$ cat src/rtl/selfadd_heap_drain_pkg.sv
// Shared types and defaults for the self-add heap drain path.
// Defaults track the 2x16b accumulator heap geometry.
package selfadd_heap_drain_pkg;

    localparam int DATA_W         = 16;
    localparam int PAIR_W         = 2 * DATA_W;
    localparam int DEF_NUM_UNITS  = 32;
    localparam int DEF_IDX_W      = 5;
    localparam int DEF_SETTLE_CYC = 3;

    typedef enum logic [2:0] {
        ST_IDLE,
        ST_SETTLE,
        ST_FETCH,
        ST_SEND,
        ST_DONE
    } state_t;

endpackage

$ cat src/rtl/selfadd_heap_drain_if.sv
// Drained-word stream toward the result collector.
// Master presents {b,a} words; slave accepts with out_rdy.
interface selfadd_heap_drain_if
    import selfadd_heap_drain_pkg::*;
#(
    parameter int IDX_W = DEF_IDX_W
) ();

    logic [PAIR_W-1:0] out_data;
    logic [IDX_W-1:0]  out_idx;
    logic              out_v;
    logic              out_rdy;
    logic              out_last;

    modport master (
        output out_data,
        output out_idx,
        output out_v,
        output out_last,
        input  out_rdy
    );

    modport slave (
        input  out_data,
        input  out_idx,
        input  out_v,
        input  out_last,
        output out_rdy
    );

endinterface

$ cat src/rtl/selfadd_heap_drain_settle.sv
// Quiet-cycle counter: pulses settled once the heap has seen
// SETTLE_CYC consecutive cycles with no write or add activity.
module selfadd_drain_settle
    import selfadd_heap_drain_pkg::*;
#(
    parameter int SETTLE_CYC = DEF_SETTLE_CYC
) (
    input  logic clk,
    input  logic rst,
    input  logic start,
    input  logic run,
    input  logic act,
    output logic settled
);

    localparam int CW = $clog2(SETTLE_CYC) + 1;

    logic [CW-1:0] cnt;

    assign settled = run & ~act
                   & (cnt == CW'(SETTLE_CYC - 1));

    always_ff @(posedge clk or negedge rst) begin
        if (!rst) begin
            cnt <= '0;
        end else if (start || !run || act) begin
            cnt <= '0;
        end else begin
            cnt <= cnt + CW'(1);
        end
    end

endmodule

$ cat src/rtl/selfadd_heap_drain.sv
// Drains the 2x16b self-add heap slot by slot, then holds the
// heap's usr_rst so the next accumulation restarts from zero.
module selfadd_heap_drain
    import selfadd_heap_drain_pkg::*;
#(
    parameter int NUM_UNITS  = DEF_NUM_UNITS,
    parameter int IDX_W      = DEF_IDX_W,
    parameter int SETTLE_CYC = DEF_SETTLE_CYC
) (
    input  logic                 clk,
    input  logic                 rst,
    input  logic                 drain_start,
    input  logic                 up_data_v,
    input  logic                 acc_v_in,
    output logic [IDX_W-1:0]     rd_idx,
    input  logic [DATA_W-1:0]    rd_data_a,
    input  logic [DATA_W-1:0]    rd_data_b,
    selfadd_heap_drain_if.master out_if,
    output logic                 usr_rst_o,
    output logic                 busy,
    output logic                 done,
    output logic                 ovr_err
);

    state_t           state;
    logic [IDX_W-1:0] idx;
    logic             settled;
    logic             idx_last;
    logic             reading;

    assign rd_idx   = idx;
    assign idx_last = (idx == IDX_W'(NUM_UNITS - 1));
    assign reading  = (state == ST_FETCH)
                    | (state == ST_SEND);

    selfadd_drain_settle #(
        .SETTLE_CYC(SETTLE_CYC)
    ) u_settle (
        .clk     (clk),
        .rst     (rst),
        .start   ((state == ST_IDLE) && drain_start),
        .run     (state == ST_SETTLE),
        .act     (up_data_v | acc_v_in),
        .settled (settled)
    );

    always_ff @(posedge clk or negedge rst) begin
        if (!rst) begin
            state           <= ST_IDLE;
            idx             <= '0;
            out_if.out_data <= '0;
            out_if.out_idx  <= '0;
            out_if.out_v    <= 1'b0;
            out_if.out_last <= 1'b0;
            usr_rst_o       <= 1'b0;
            busy            <= 1'b0;
            done            <= 1'b0;
            ovr_err         <= 1'b0;
        end else begin
            done <= 1'b0;
            // First add after a drain sees A=0, then release.
            if (usr_rst_o && up_data_v) begin
                usr_rst_o <= 1'b0;
            end
            if (reading && (up_data_v || acc_v_in)) begin
                ovr_err <= 1'b1;
            end
            unique case (state)
                ST_IDLE: begin
                    if (drain_start) begin
                        state   <= ST_SETTLE;
                        busy    <= 1'b1;
                        ovr_err <= 1'b0;
                    end
                end
                ST_SETTLE: begin
                    if (settled) begin
                        state <= ST_FETCH;
                        idx   <= '0;
                    end
                end
                ST_FETCH: begin
                    out_if.out_data <= {rd_data_b, rd_data_a};
                    out_if.out_idx  <= idx;
                    out_if.out_last <= idx_last;
                    out_if.out_v    <= 1'b1;
                    state           <= ST_SEND;
                end
                ST_SEND: begin
                    if (out_if.out_rdy) begin
                        out_if.out_v <= 1'b0;
                        if (out_if.out_last) begin
                            state <= ST_DONE;
                            done  <= 1'b1;
                        end else begin
                            idx   <= idx + IDX_W'(1);
                            state <= ST_FETCH;
                        end
                    end
                end
                ST_DONE: begin
                    usr_rst_o <= 1'b1;
                    idx       <= '0;
                    busy      <= 1'b0;
                    state     <= ST_IDLE;
                end
                default: begin
                    state <= ST_IDLE;
                end
            endcase
        end
    end

endmodule

$ cat src/flat_wrapper.sv
// flat-port wrapper written by rule: the top's interface ports become plain ports
module selfadd_heap_drain_flat import selfadd_heap_drain_pkg::*;
#(
    parameter int NUM_UNITS  = DEF_NUM_UNITS,
    parameter int IDX_W      = DEF_IDX_W,
    parameter int SETTLE_CYC = DEF_SETTLE_CYC
)
  (clk, rst, drain_start, up_data_v, acc_v_in, rd_idx, rd_data_a, rd_data_b, usr_rst_o, busy, done, ovr_err, out_if_out_data, out_if_out_idx, out_if_out_v, out_if_out_last, out_if_out_rdy);
  selfadd_heap_drain_if #(.IDX_W(IDX_W)) out_if_i ();
  input  logic clk;
  input  logic rst;
  input  logic drain_start;
  input  logic up_data_v;
  input  logic acc_v_in;
  output logic [IDX_W-1:0] rd_idx;
  input  logic [DATA_W-1:0] rd_data_a;
  input  logic [DATA_W-1:0] rd_data_b;
  output logic usr_rst_o;
  output logic busy;
  output logic done;
  output logic ovr_err;
  output wire logic [$bits(out_if_i.out_data)-1:0] out_if_out_data;
  output wire logic [$bits(out_if_i.out_idx)-1:0] out_if_out_idx;
  output wire logic [$bits(out_if_i.out_v)-1:0] out_if_out_v;
  output wire logic [$bits(out_if_i.out_last)-1:0] out_if_out_last;
  input wire logic [$bits(out_if_i.out_rdy)-1:0] out_if_out_rdy;
  assign out_if_out_data = out_if_i.out_data;
  assign out_if_out_idx = out_if_i.out_idx;
  assign out_if_out_v = out_if_i.out_v;
  assign out_if_out_last = out_if_i.out_last;
  assign out_if_i.out_rdy = out_if_out_rdy;
  selfadd_heap_drain #(.NUM_UNITS(NUM_UNITS), .IDX_W(IDX_W), .SETTLE_CYC(SETTLE_CYC)) u_core (.clk(clk), .rst(rst), .drain_start(drain_start), .up_data_v(up_data_v), .acc_v_in(acc_v_in), .rd_idx(rd_idx), .rd_data_a(rd_data_a), .rd_data_b(rd_data_b), .out_if(out_if_i), .usr_rst_o(usr_rst_o), .busy(busy), .done(done), .ovr_err(ovr_err));
endmodule
$ cat config.mk
export PLATFORM = sky130hd
export DESIGN_NAME = selfadd_heap_drain_flat
export DESIGN_NICKNAME = d
export VERILOG_FILES = /design/src/rtl/selfadd_heap_drain_pkg.sv /design/src/rtl/selfadd_heap_drain_if.sv /design/src/rtl/selfadd_heap_drain_settle.sv /design/src/rtl/selfadd_heap_drain.sv /design/src/flat_wrapper.sv
export SDC_FILE = /design/constraint.sdc
export NUM_CORES = 1
export LEC_CHECK = 0
export BUFFER_PORTS_ARGS = -buffer_cell sky130_fd_sc_hd__buf_4
export CAP_MARGIN = 20
export CORE_UTILIZATION = 48
export CTS_CLUSTER_SIZE = 24
export DETAILED_ROUTE_END_ITERATION = 10
export GPL_TIMING_DRIVEN = 1
export PLACE_DENSITY = 0.79
export SYNTH_ARGS = -nofsm -noshare
export SYNTH_HDL_FRONTEND = slang
export SYNTH_SLANG_ARGS = --single-unit
$ cat constraint.sdc
create_clock -name clk -period 1.75 [get_ports clk]
set_clock_uncertainty 0.1 [all_clocks]
set_input_delay 0.175 -clock clk [delete_from_list [all_inputs] [get_ports clk]]
set_output_delay 0.175 -clock clk [all_outputs]
set_load 0.005 [all_outputs]
# Word level (Yosys, flattened, before mapping)
# Index checks and enable logic that the tools add are counted.
[word_totals] reg_bits=54 word_cells=66
[op_classes] n_addsub=2 n_eq_ne=10 muxes=22 bitwise_logic=5 reduce_logical=16
[op_table] op="two-way mux 3 bit" n=5
[op_table] op="two-way mux 5 bit" n=3
[op_table] op="one-hot mux 5 bit (3 select lines)" n=1
[op_table] op="one-hot mux 3 bit (4 select lines)" n=1
[op_table] op="two-way mux 1 bit" n=10
[op_table] op="== test 3 x 2 -> 1 bit (second input constant)" n=3
[op_table] op="!= test 2 bit (second input constant)" n=3
[op_table] op="nonzero test 2 bit" n=3
[op_table] op="adder 5 x 1 -> 5 bit (second input constant)" n=1
[op_table] op="== test 5 bit (second input constant)" n=1
[op_table] op="one-hot mux 1 bit (2 select lines)" n=2
[op_table] op="AND reduction 2 bit" n=2
[op_table] op="AND reduction 4 bit" n=1
[op_table] op="adder 3 x 1 -> 3 bit (second input constant)" n=1
[op_table] op="== test 3 x 1 -> 1 bit (second input constant)" n=1
[op_table] op="== test 3 bit (second input constant)" n=1
[op_table] op="logical AND 1 bit" n=3
[op_table] op="logical NOT 3 bit" n=1
[op_table] op="logical OR 1 bit" n=3
[op_table] op="AND reduction 3 bit" n=1
[op_table] op="nonzero test 3 bit" n=1
[op_table] op="AND 1 bit" n=2
[op_table] op="!= test 2 x 1 -> 1 bit (second input constant)" n=1
[op_table] op="OR 1 bit" n=2
[op_table] op="other kinds (2)" n=2

# Depth between registers and ports, before layout
[depth] depth_word=6 depth_mapped=6 mapped_depth_nobuf=6

# Cells and area by module
# From an unflattened synthesis, not the netlist that was laid out.
[unflattened] hier_cells=160 hier_area_um2=2316.0
[modules_own_cells] mod="selfadd_heap_drain" instances=1 cells_each=148 area_each_um2=2157.1 seq_area_each_um2=1276.2
[modules_own_cells] mod="selfadd_drain_settle" instances=1 cells_each=12 area_each_um2=158.9 seq_area_each_um2=75.1

# Least setup slack after synthesis
# OpenSTA, ideal clock, no wires.
[synth_path] kind="register to register" startpoint="reg u_core.u_settle.cnt[0]" endpoint="reg u_core.idx[2], in the netlist u_core.rd_idx[2]" setup_time_ps=133 t_arrival_ps=1268 required_time_ps=1517 path_slack_ps=250 path_stages_with_launch=7 path_buffers=0 path_cell_list="dfrtp_1 > inv_1 > ha_1 > nor4b_2 > nand2b_1 > a31oi_2 > a31oi_1"
[synth_via] elab_chain_len=4
[synth_rtl] element="start, declared" line_no="selfadd_heap_drain_settle.sv:18" rtl="logic [CW-1:0] cnt;"
[synth_rtl] element="start signal, assigned" line_no="selfadd_heap_drain_settle.sv:29" rtl="cnt <= cnt + CW'(1);"
[synth_rtl] element="== test 3 x 2 -> 1 bit" line_no="selfadd_heap_drain_settle.sv:21" rtl="& (cnt == CW'(SETTLE_CYC - 1));"
[synth_rtl] element="AND 1 bit" line_no="selfadd_heap_drain_settle.sv:21"
[synth_rtl] element="!= test 2 x 1 -> 1 bit (no line)"
[synth_rtl] element="AND reduction 4 bit (no line)"
[synth_rtl] element="end signal, assigned" line_no="selfadd_heap_drain.sv:96" rtl="idx <= idx + IDX_W'(1);"
[synth_rtl] element="end, declared" line_no="selfadd_heap_drain.sv:26" rtl="logic [IDX_W-1:0] idx;"
# Every way passes these cells.
# A chain may end at the register's enable or synchronous reset.

# Final worst setup path
[layout_path] startpoint="reg u_core.idx[0], in the netlist u_core.rd_idx[0]" endpoint="reg u_core.idx[4], in the netlist u_core.rd_idx[4]"
[layout_via] elab_chain_len=4
[layout_rtl] element="adder 5 x 1 -> 5 bit" line_no="selfadd_heap_drain.sv:96"
[layout_rtl] element="two-way mux 5 bit" line_no="selfadd_heap_drain.sv:92" rtl="if (out_if.out_last) begin"
[layout_rtl] element="two-way mux 5 bit" line_no="selfadd_heap_drain.sv:90" rtl="if (out_if.out_rdy) begin"
[layout_rtl] element="one-hot mux 5 bit (3 select lines)" line_no="selfadd_heap_drain.sv:68" rtl="unique case (state)"
# Every way passes these cells. The select of a mux whose other input is x is not followed.

==> run summary <==
status: complete, no violations
synthesis warning total: 0
Total Die Area: 4950 sq um
portion of the post-synthesis area used by sequential elements: 60.2%
number of maximum-capacitance constraint violations: 0
nets: 326
DIE HEIGHT: 70.4 microns
routability congestion estimate from global placement: 0.771
library cell with the largest summed area after synthesis: dfrtp_1
endpoint arrival time on the critical path: 1.67 ns
total number of H-tree levels: 2
number of sinks driven by the clock tree: 54
Max Slew Vio Count: 0
cell chain of the critical path: ha_1 -> and3_1 -> ha_1 -> mux2i_1 -> o22ai_1
Cells after Synth: 163
CTS root buf: clkbuf_8
reg2reg path depth: 5
Util after Layout: 76.6%
Fin. Hold Viols: 0
antenna violations before repair: 0
post-layout power: 4.78 mW
post-synthesis area per instance: 13.8 sq um
setup violation total in the final timing report: 0
flip-flop and latch count after synthesis: 54
Netlist Area Pre-Place: 2240 sq um
most prevalent standard cell on the critical path: ha_1
Initial Util: 50.8%
sum of net half-perimeters after detailed placement: 3180 microns
number of buffers added by the clock tree synthesis step: 5
sum of overflow across all layers after global routing: 0
antenna cell count: 0
crit share post-route: 90.9%
clock-pin slew on the worst setup and hold paths: 0.10 ns
launching element type of the critical path: flip-flop
worst hold-check slack: 0.00552 ns
synth-to-layout area growth: 50.8%
area share of the leading cell type in the synthesized netlist: 60.2%
maximum root-to-sink buffer count: 2
peak supply drop: 0.694 mV
peak per-stage delay on the critical path: 0.44 ns
number of input and output port buffers inserted: 85
wire length per cell after detailed routing: 14.5 microns
worst-skew pair later-pin latency: 0.29 ns
cells taking the most area after synthesis: dfrtp_1 60%, mux2_1 19%, ha_1 2.2%
endpoint kind of the worst setup timing path: flip-flop
GR Util All Layers: 20.8%
headroom to the max-slew limit: 55.4%
Cell variety after synth: 31
worst-path maximum fanout: 5
number of cells on the worst hold path: 2
via count of the first global-routing pass: 1,655
final critical-path required period: 1.59 ns
Tightest Pin Transition: 0.668 ns
largest net degree at the start of global routing: 55
static leakage power: 1.68 nW
total via count after detailed routing: 1,706
x dimension of the die: 70.4 microns
total negative slack: 0 ns
unrepaired setup endpoints after global routing: false
global-route wire length before repair: 8090 microns
Critical-path top delay cell: dfrtp_1
path class of the lowest-slack min-delay path: in2reg
ANT nets after route: 0
number of remaining DRC errors: 0
row count: 24
Placeable Area: 4410 sq um
share of layout cells above drive strength 1: 37.2%
vias per inst: 5.06
Iteration-0 DRC Markers: 80
worst setup path category: reg2reg
net count after synthesis: 205
required time of the worst setup path: 1.82 ns
first drt pass iteration count: 4
IO Count: 86
pwr/cell area: 1410 nW/um^2
clock tree from TritonCTS: built
highest attainable clock frequency: 628 MHz
aggregate routed wire length: 4900 microns
-- area by class of cell --
| cell class | instances | area, sq um |
|---|---|---|
| inverters | 3 | 11.3 |
| fillers | 281 | 1030 |
| multi-input cells | 98 | 842 |
| clock buffers | 6 | 72.6 |
| flip-flops and latches | 54 | 1350 |
| clock inverters | 2 | 37.5 |
| repair buffers | 122 | 1000 |
| well taps | 52 | 65.1 |
-- flip-flops by register name (all words and copies together) (netlist names) --
register and cells:
u_core.busy 1, u_core.done 1, u_core.out_if.out_v 1, u_core.usr_rst_o 1
u_core.ovr_err 1, u_core.out_if.out_idx 5, u_core.u_settle.cnt 3, u_core.rd_idx 5
u_core.state 3, u_core.out_if.out_data 32, u_core.out_if.out_last 1
-- logic make-up (layout without fill, tap and decap cells) --
| group | Yosys count | in the layout | share of synthesized area [%] |
|---|---|---|---|
| DFF | 54 | 54 | 60.2 |
| adders and majority gates | 4 | 4 | 2.23 |
| xor gates and xnor gates | 1 | 1 | 0.390 |
| AOI/OAI and AO/OA | 17 | 17 | 5.24 |
| and+or+nand+nor | 35 | 35 | 8.59 |
| muxes | 41 | 41 | 20.4 |
| buffers and inverters | 11 | 133 | 2.90 |
-- cells in the mapped netlist --
master	instances
buf_4	1
a21o_1	1
nand2b_1	4
o22ai_1	3
nand2_2	1
nand2_1	7
o21ba_1	1
inv_1	2
nor4b_2	1
nor3_2	1
buf_2	4
inv_2	1
and3_1	1
nor4bb_1	1
mux2_1	37
nand3b_1	2
a21oi_1	5
ha_1	4
nand3_1	4
a311oi_1	1
xnor2_1	1
mux2_2	1
dfrtp_1	54
clkbuf_1	1
o21ai_0	2
nor2_1	11
buf_6	2
and4_1	2
a31oi_1	2
a31oi_2	2
mux2i_1	3
-- worst max-delay path, delay by kind of cell (launching register included) --
kind	cells	cell delay [ns]
compound gates	1	0.10
simple gates	1	0.18
flops	1	0.44
mux	1	0.15
fa+ha+maj	2	0.50
-- metal layers --
metal	global-route usage, %	vias to the layer above	part of all wire [%]
met5	0	-	0
met4	4.22	0	0.90
met3	4.47	4	4.5
met2	34.6	47	51
met1	28.1	838	43
li1	-	817	-
-- worst paths after layout --
path	from	endpoint	slack, ns
max	u_core.rd_idx[0]	u_core.rd_idx[4]	0.16
min	rd_data_a[2]	u_core.out_if.out_data[2]	0.006
max reg2reg	u_core.rd_idx[0]	u_core.rd_idx[4]	0.16
min reg2reg	u_core.u_settle.cnt[0]	u_core.u_settle.cnt[0]	0.38
max in group asynchronous	rst	u_core.state[1]	0.76
min in group asynchronous	rst	u_core.out_if.out_data[17]	0.34
-- stage by stage --
stage / std cells / worst slack [ns] / instance area, sq um
after floorplan: 163 / 0.250 / 2240
after detailed placement: 299 / 0.121 / 2960
after global placement: 299 / 0.165 / 2960
final: 337 / 0.159 / 3380
after CTS: 334 / 0.112 / 3340
after global routing: 337 / 0.0830 / 3380
-- power breakdown --
part | total [mW] | leakage (nW) | switching [mW] | internal (mW)
clock | 0.811 | 0.0514 | 0.384 | 0.427
sequential | 2.08 | 0.685 | 0.322 | 1.76
combinational | 1.88 | 0.947 | 0.736 | 1.15
total | 4.78 | 1.68 | 1.44 | 3.34
-- placed cells by master, fill, tap and decap left out, types with 2 or more instances in the layout --
cell type and count:
ha_1 4, nand2b_1 4, dlygate4sd3_1 30, a31oi_2 2
o22ai_1 3, o21ai_0 2, nand3_1 4, a31oi_1 2
and4_1 2, inv_1 2, mux2_1 37, a21oi_1 5
nor2_1 11, clkbuf_8 5, mux2i_1 3, nand2_1 7
nand3b_1 2, buf_4 91, dfrtp_1 54
-- what timing repair did --
item | 4_1_cts | 5_1_grt
hold buffers | 27 | 3
setup buffers | 0 | 0
endpoints found under the setup margin | 0 | 1
gates resized for setup | 0 | 1
endpoints found under the hold margin | 80 | 3
No activity file was read; power rests on OpenSTA's default activity.
